$ cat config.mk
export PLATFORM = sky130hd
export DESIGN_NAME = wb_stage_p
export DESIGN_NICKNAME = d
export VERILOG_FILES = /design/src/rtl/wb_pkg.sv /design/src/rtl/wb_regfile.sv /design/src/rtl/wb_stage_p.sv
export SDC_FILE = /design/constraint.sdc
export NUM_CORES = 1
export LEC_CHECK = 0
export CORE_AREA = 3 3 131 133
export DETAILED_ROUTE_END_ITERATION = 10
export DIE_AREA = 0 0 134 136
export PLACE_DENSITY = 0.86
export SLEW_MARGIN = 5
export SYNTH_ARGS = -nofsm -noshare
export SYNTH_HDL_FRONTEND = slang
export SYNTH_SLANG_ARGS = --single-unit
$ cat constraint.sdc
create_clock -name clk_wb -period 2.54 [get_ports clk_wb]
set_input_delay 0.508 -clock clk_wb [delete_from_list [all_inputs] [get_ports clk_wb]]
set_output_delay 0.508 -clock clk_wb [all_outputs]
set_load 0.02 [all_outputs]
$ cat src/rtl/wb_pkg.sv
// Shared definitions for the write-back stage: opcodes, FSM states and
// the per-opcode register write policy.
package wb_pkg;

    localparam logic [3:0] OP_CMP = 4'b0100;
    localparam logic [3:0] OP_BR  = 4'b0101;
    localparam logic [3:0] OP_LD  = 4'b0110;
    localparam logic [3:0] OP_ST  = 4'b0111;

    typedef enum logic [1:0] {
        IDLE     = 2'd0,
        MEM_REQ  = 2'd1,
        MEM_WAIT = 2'd2
    } wb_state_t;

    // True for opcodes that write in_alu to the register file on acceptance.
    // Compares/branches write nothing; loads write later from memory.
    function automatic logic is_reg_write(input logic [3:0] op);
        return !((op == OP_CMP) || (op == OP_BR) || (op == OP_LD) || (op == OP_ST));
    endfunction

    function automatic logic is_mem_op(input logic [3:0] op);
        return (op == OP_LD) || (op == OP_ST);
    endfunction

endpackage

$ cat src/rtl/wb_regfile.sv
// Architectural register file: one write port, two asynchronous read ports.
// With WB_BYPASS_EN defined, a read whose address matches the write landing
// at the next edge returns the write data in the same cycle.
module wb_regfile #(
    parameter int DATA_W = 16,
    parameter int REG_N  = 8,
    localparam int REG_AW = $clog2(REG_N)
) (
    input  logic              clk_i,
    input  logic              rst_ni,
    input  logic              we_i,
    input  logic [REG_AW-1:0] waddr_i,
    input  logic [DATA_W-1:0] wdata_i,
    input  logic [REG_AW-1:0] raddr_a_i,
    input  logic [REG_AW-1:0] raddr_b_i,
    output logic [DATA_W-1:0] rdata_a_o,
    output logic [DATA_W-1:0] rdata_b_o
);

    logic [DATA_W-1:0] regs_q [REG_N];

    // Register storage; every register (r0 included) is writable and clears on reset.
    always_ff @(posedge clk_i or negedge rst_ni) begin
        if (!rst_ni) begin
            for (int i = 0; i < REG_N; i++) begin
                regs_q[i] <= '0;
            end
        end else if (we_i) begin
            regs_q[waddr_i] <= wdata_i;
        end
    end

`ifdef WB_BYPASS_EN
    assign rdata_a_o = (we_i && (waddr_i == raddr_a_i)) ? wdata_i : regs_q[raddr_a_i];
    assign rdata_b_o = (we_i && (waddr_i == raddr_b_i)) ? wdata_i : regs_q[raddr_b_i];
`else
    assign rdata_a_o = regs_q[raddr_a_i];
    assign rdata_b_o = regs_q[raddr_b_i];
`endif

endmodule

$ cat src/rtl/wb_stage_p.sv
// Write-back stage: retires one instruction at a time, owns the register
// file and drives a request/grant data-memory port for loads and stores.
// Optional feature macro: WB_BYPASS_EN (write-to-read bypass in wb_regfile).
module wb_stage_p
    import wb_pkg::*;
#(
    parameter int DATA_W = 16,
    parameter int ADDR_W = 16,
    parameter int REG_N  = 8,
    parameter int OP_W   = 4,
    localparam int REG_AW = $clog2(REG_N)
) (
    input  logic              clk_wb,
    input  logic              rst_n,
    input  logic              in_valid,
    output logic              in_ready,
    input  logic [OP_W-1:0]   in_op,
    input  logic [REG_AW-1:0] in_dr_addr,
    input  logic [DATA_W-1:0] in_alu,
    input  logic [DATA_W-1:0] in_imm,
    output logic              mem_req,
    output logic              mem_we,
    output logic [ADDR_W-1:0] mem_addr,
    output logic [DATA_W-1:0] mem_wdata,
    input  logic              mem_gnt,
    input  logic              mem_rvalid,
    input  logic [DATA_W-1:0] mem_rdata,
    input  logic [REG_AW-1:0] sr_addr,
    input  logic [REG_AW-1:0] tr_addr,
    output logic [DATA_W-1:0] sr_data,
    output logic [DATA_W-1:0] tr_data,
    output logic              retire_valid
);

    wb_state_t         state_q, state_d;
    logic              st_q, st_d;
    logic [REG_AW-1:0] dr_q, dr_d;
    logic [ADDR_W-1:0] addr_q, addr_d;
    logic [DATA_W-1:0] wdata_q, wdata_d;
    logic              retire_q, retire_d;

    logic              rf_we;
    logic [REG_AW-1:0] rf_waddr;
    logic [DATA_W-1:0] rf_wdata;
    logic [3:0]        op4;
    logic              accept;

    assign op4    = 4'(in_op);
    assign accept = in_valid && (state_q == IDLE);

    // Next-state, memory-op latches, register write port and retire pulse.
    always_comb begin
        state_d  = state_q;
        st_d     = st_q;
        dr_d     = dr_q;
        addr_d   = addr_q;
        wdata_d  = wdata_q;
        retire_d = 1'b0;
        rf_we    = 1'b0;
        rf_waddr = in_dr_addr;
        rf_wdata = in_alu;
        unique case (state_q)
            IDLE: begin
                if (accept) begin
                    if (is_mem_op(op4)) begin
                        st_d    = (op4 == OP_ST);
                        dr_d    = in_dr_addr;
                        addr_d  = in_imm[ADDR_W-1:0];
                        wdata_d = in_alu;
                        state_d = MEM_REQ;
                    end else begin
                        rf_we    = is_reg_write(op4);
                        retire_d = 1'b1;
                    end
                end
            end
            MEM_REQ: begin
                if (mem_gnt) begin
                    if (st_q) begin
                        state_d  = IDLE;
                        retire_d = 1'b1;
                    end else begin
                        state_d = MEM_WAIT;
                    end
                end
            end
            MEM_WAIT: begin
                if (mem_rvalid) begin
                    rf_we    = 1'b1;
                    rf_waddr = dr_q;
                    rf_wdata = mem_rdata;
                    retire_d = 1'b1;
                    state_d  = IDLE;
                end
            end
            default: state_d = IDLE;
        endcase
    end

    // State, latched memory operation and retire pulse; reset abandons any transaction.
    always_ff @(posedge clk_wb or negedge rst_n) begin
        if (!rst_n) begin
            state_q  <= IDLE;
            st_q     <= 1'b0;
            dr_q     <= '0;
            addr_q   <= '0;
            wdata_q  <= '0;
            retire_q <= 1'b0;
        end else begin
            state_q  <= state_d;
            st_q     <= st_d;
            dr_q     <= dr_d;
            addr_q   <= addr_d;
            wdata_q  <= wdata_d;
            retire_q <= retire_d;
        end
    end

    assign in_ready     = (state_q == IDLE);
    assign mem_req      = (state_q == MEM_REQ);
    assign mem_we       = st_q;
    assign mem_addr     = addr_q;
    assign mem_wdata    = wdata_q;
    assign retire_valid = retire_q;

    wb_regfile #(
        .DATA_W (DATA_W),
        .REG_N  (REG_N)
    ) u_regfile (
        .clk_i     (clk_wb),
        .rst_ni    (rst_n),
        .we_i      (rf_we),
        .waddr_i   (rf_waddr),
        .wdata_i   (rf_wdata),
        .raddr_a_i (sr_addr),
        .raddr_b_i (tr_addr),
        .rdata_a_o (sr_data),
        .rdata_b_o (tr_data)
    );

endmodule

==> qor.txt <==
RSZ-0062 raised after global routing -> false
Worst-path clk slew -> 0.06 ns
Die height -> 136 µm
HP Class -> input pin to asynchronous set/reset pin
CTS tree -> done
Total length of routed wires -> 21,340 µm
Die area -> 0.01822 mm²
DP Cell Count -> 865
Dpl hpwl -> 13,520 µm
Most frequent cells in the layout -> dfrtp_1 (167), mux2_2 (164), clkdlybuf4s50_1 (96)
DR WL met3 -> 1509 µm
Critical path class -> input pin to output port
Crit path max fanout -> 16
Final worst slack -> 0.03827 ns
Setup bufs post-CTS -> 0
DRT antenna net count -> 0
Adder-Cell Fraction of Synth Area -> 0%
# diodes -> 0
Period utilisation layout -> 98.49%
Die width -> 134 µm
Worst-Margin Slew -> 0.5769 ns
Antenna violations before repair -> 0
Post-synth top area cell -> dfrtp_1
Via Count -> 5,410
Post-CTS Hold Buffers -> 0
Achievable frequency -> 0.3997 GHz
Max-cap viol count -> 0
Seq cells post-synth -> 167
Yosys top cell area share -> 48.65%
GRT Total Usage -> 24.25%
Min Clock Period, post-route -> 2.502 ns
CP endpoint kind -> output port
Net Sw Frac -> 29.47%
Global route total overflow -> 0
Routed WL per cell -> 23.66 µm
Rel. slew slack -> 61.54%
Worst EP required -> 2.03 ns
Pin count of the biggest net entering global routing -> 63
Vias in the first global route -> 6,016
H-tree depth -> 4
Simple-gate area share of the yosys netlist -> 2.068%
Total CTS buffers -> 17
Post-layout net count -> 739
Root Driver -> clkbuf_16
Critical Path AT -> 1.99 ns
Routed wl met2 -> 11,160 µm
Clock share of power -> 26.8%
Flop pwr share -> 40.6%
Core Area -> 0.01594 mm²
Uppermost layer routed -> met4
Total internal power -> 0.007399 W
Xor/xnor share of the synthesized area -> 0%
Lkg Pwr -> 4.627 nW
Compound-Gate Fraction of Synth Area -> 1.719%
Routability cong. -> 0.8238
Comb pwr share -> 32.5%
Detailed-route wire length on metal 1 -> 8295 µm
Syn Area/Cell -> 16.33 µm²
Synth cell types -> 37
First-pass GRT wire length -> 33,270 µm
Finished Layout Cells -> 902
Clock Skew -> 0.007683 ns
Net Switching -> 0.003091 W
Worst Setup Start Kind -> input pin
DRC Markers -> 0
Worst vdd rail ir drop -> 588.7 µV
Cell area after synthesis -> 0.008591 mm²
Row count -> 46
Commonest non-fill, non-tap cell in the layout -> dfrtp_1
Cell count after synthesis -> 526
TritonCTS Sinks -> 167
Post-synth net total -> 592
Initial DRC Count -> 426
Layout cells sized above 1 -> 45.34%
Status -> finished, final reports clean
Sequential share of the synthesized area -> 48.65%
Number of port buffers -> 133
Initial Utilization -> 53.88%
Largest family of logic cells by synthesized area -> multiplexers
Placement Setup Slack -> -0.4222 ns
Clock latency at the later pin of the worst-skew pair -> 0.42 ns
Max Transition Viols Final -> 0
Synth warnings -> 0
Multiplexer area fraction after synthesis -> 44.99%
Synth top area cells -> dfrtp_1 (49%), mux2_2 (21%), mux4_2 (17%)
Top-level I/O count -> 134
Total power -> 0.01049 W
Total count of hold-check failures in the final report -> 0
Area growth from synthesis to layout -> 29.71%
Via density -> 5.998
TritonRoute pass-1 iters -> 4
Max clock buf depth -> 2
Power Density -> 941.4 mW/mm²
Final setup viols -> 0
logic make-up (layout without fill, tap and decap cells):
family / count (synthesis) / in the layout
flip-flops: 167 / 167
multiplexers: 276 / 276
buffers and inverters: 38 / 198
AND/OR/NAND/NOR: 28 / 28
AO/OA/AOI/OAI: 17 / 17
power groups by stage:
stage | clock, W | sequential (W) | combinational, W
floorplan | 0 | 0.00420 | 0.00213
global placement | 0 | 0.00412 | 0.00343
detailed placement | 0 | 0.00426 | 0.00355
CTS | 0.00284 | 0.00424 | 0.00343
global route | 0.00298 | 0.00437 | 0.00363
finish | 0.00281 | 0.00426 | 0.00341
layout make-up:
type	count	area, µm²
Inverter	2	7.507
Tap cell	216	270.3
Multi-Input combinational cell	321	4192
Clock buffer	21	450.4
Fill cell	1064	4800
Clock inverter	11	197.7
Timing Repair Buffer	164	1847
Sequential cell	167	4179
critical path, stage by stage:
cell	delay, ns
clkdlybuf4s15_1	0.33
buf_16	0.21
mux4_2	0.30
mux2_2	0.30
dlygate4sd2_1	0.33
state kept, by name, indices dropped and copies added, names as in the netlist:
register	count
dr_q	3
mem_addr	16
mem_wdata	16
mem_we	1
retire_valid	1
state_q	2
u_regfile.regs_q	128
timing repair:
action / in CTS / in global routing
resized for setup: 39 / 9
pin swaps: 0 / 0
cloned: 2 / 3
endpoints found under the hold margin: 0 / 0
setup endpoints to repair: 32 / 17
stage by stage:
step	cell area, µm²	hold slack (ns)	TNS (ns)	utilization [%]
floorplan	8591	0.2124	0	-
finish	11140	0.05652	0	69.89
detailed placement	10400	0.4955	-12.59	65.26
global route	11140	0.09709	0	69.89
CTS	11070	0.07548	0	69.46
global placement	10400	0.4797	-12.42	65.26
per-layer routing:
layer,GRT usage [%],vias up
met3,6.107,36
met5,0,-
li1,-,2328
met4,8.171,0
met2,41.94,224
met1,30.01,2822
worst paths after layout:
kind	depth (start not counted)	slack (ns)	endpoint	start
min	1	0.06	u_regfile.regs_q[37]	rst_n
max	5	0.04	sr_data[4]	sr_addr[1]
max reg2reg	5	0.47	u_regfile.regs_q[12]	state_q[0]
min in group clk_wb	1	0.51	mem_wdata[5]	mem_wdata[5]
max in group asynchronous	2	1.72	u_regfile.regs_q[100]	rst_n
min reg2reg	1	0.51	mem_wdata[5]	mem_wdata[5]
Yosys cell counts:
cell type	instances
a21o_1	2
buf_4	7
mux2_1	37
a21boi_0	1
a31oi_1	2
nor3b_2	1
inv_1	2
nand3_1	3
nand2b_1	2
a21oi_1	1
and3_1	1
and4bb_2	1
nor3b_4	1
and2_1	1
a22o_1	2
and3b_1	1
buf_1	2
a21oi_4	1
o22ai_1	1
clkbuf_1	10
nand2_1	4
buf_6	5
a32oi_1	1
mux2_2	164
dfrtp_1	167
or2b_1	1
mux2_4	10
o21ai_0	2
nand4_1	3
mux2i_1	1
o2bb2ai_2	1
a21oi_2	2
buf_2	12
a32oi_2	1
nor2_1	5
nor2b_1	4
mux4_2	64
(Power assumes the default switching activity.)
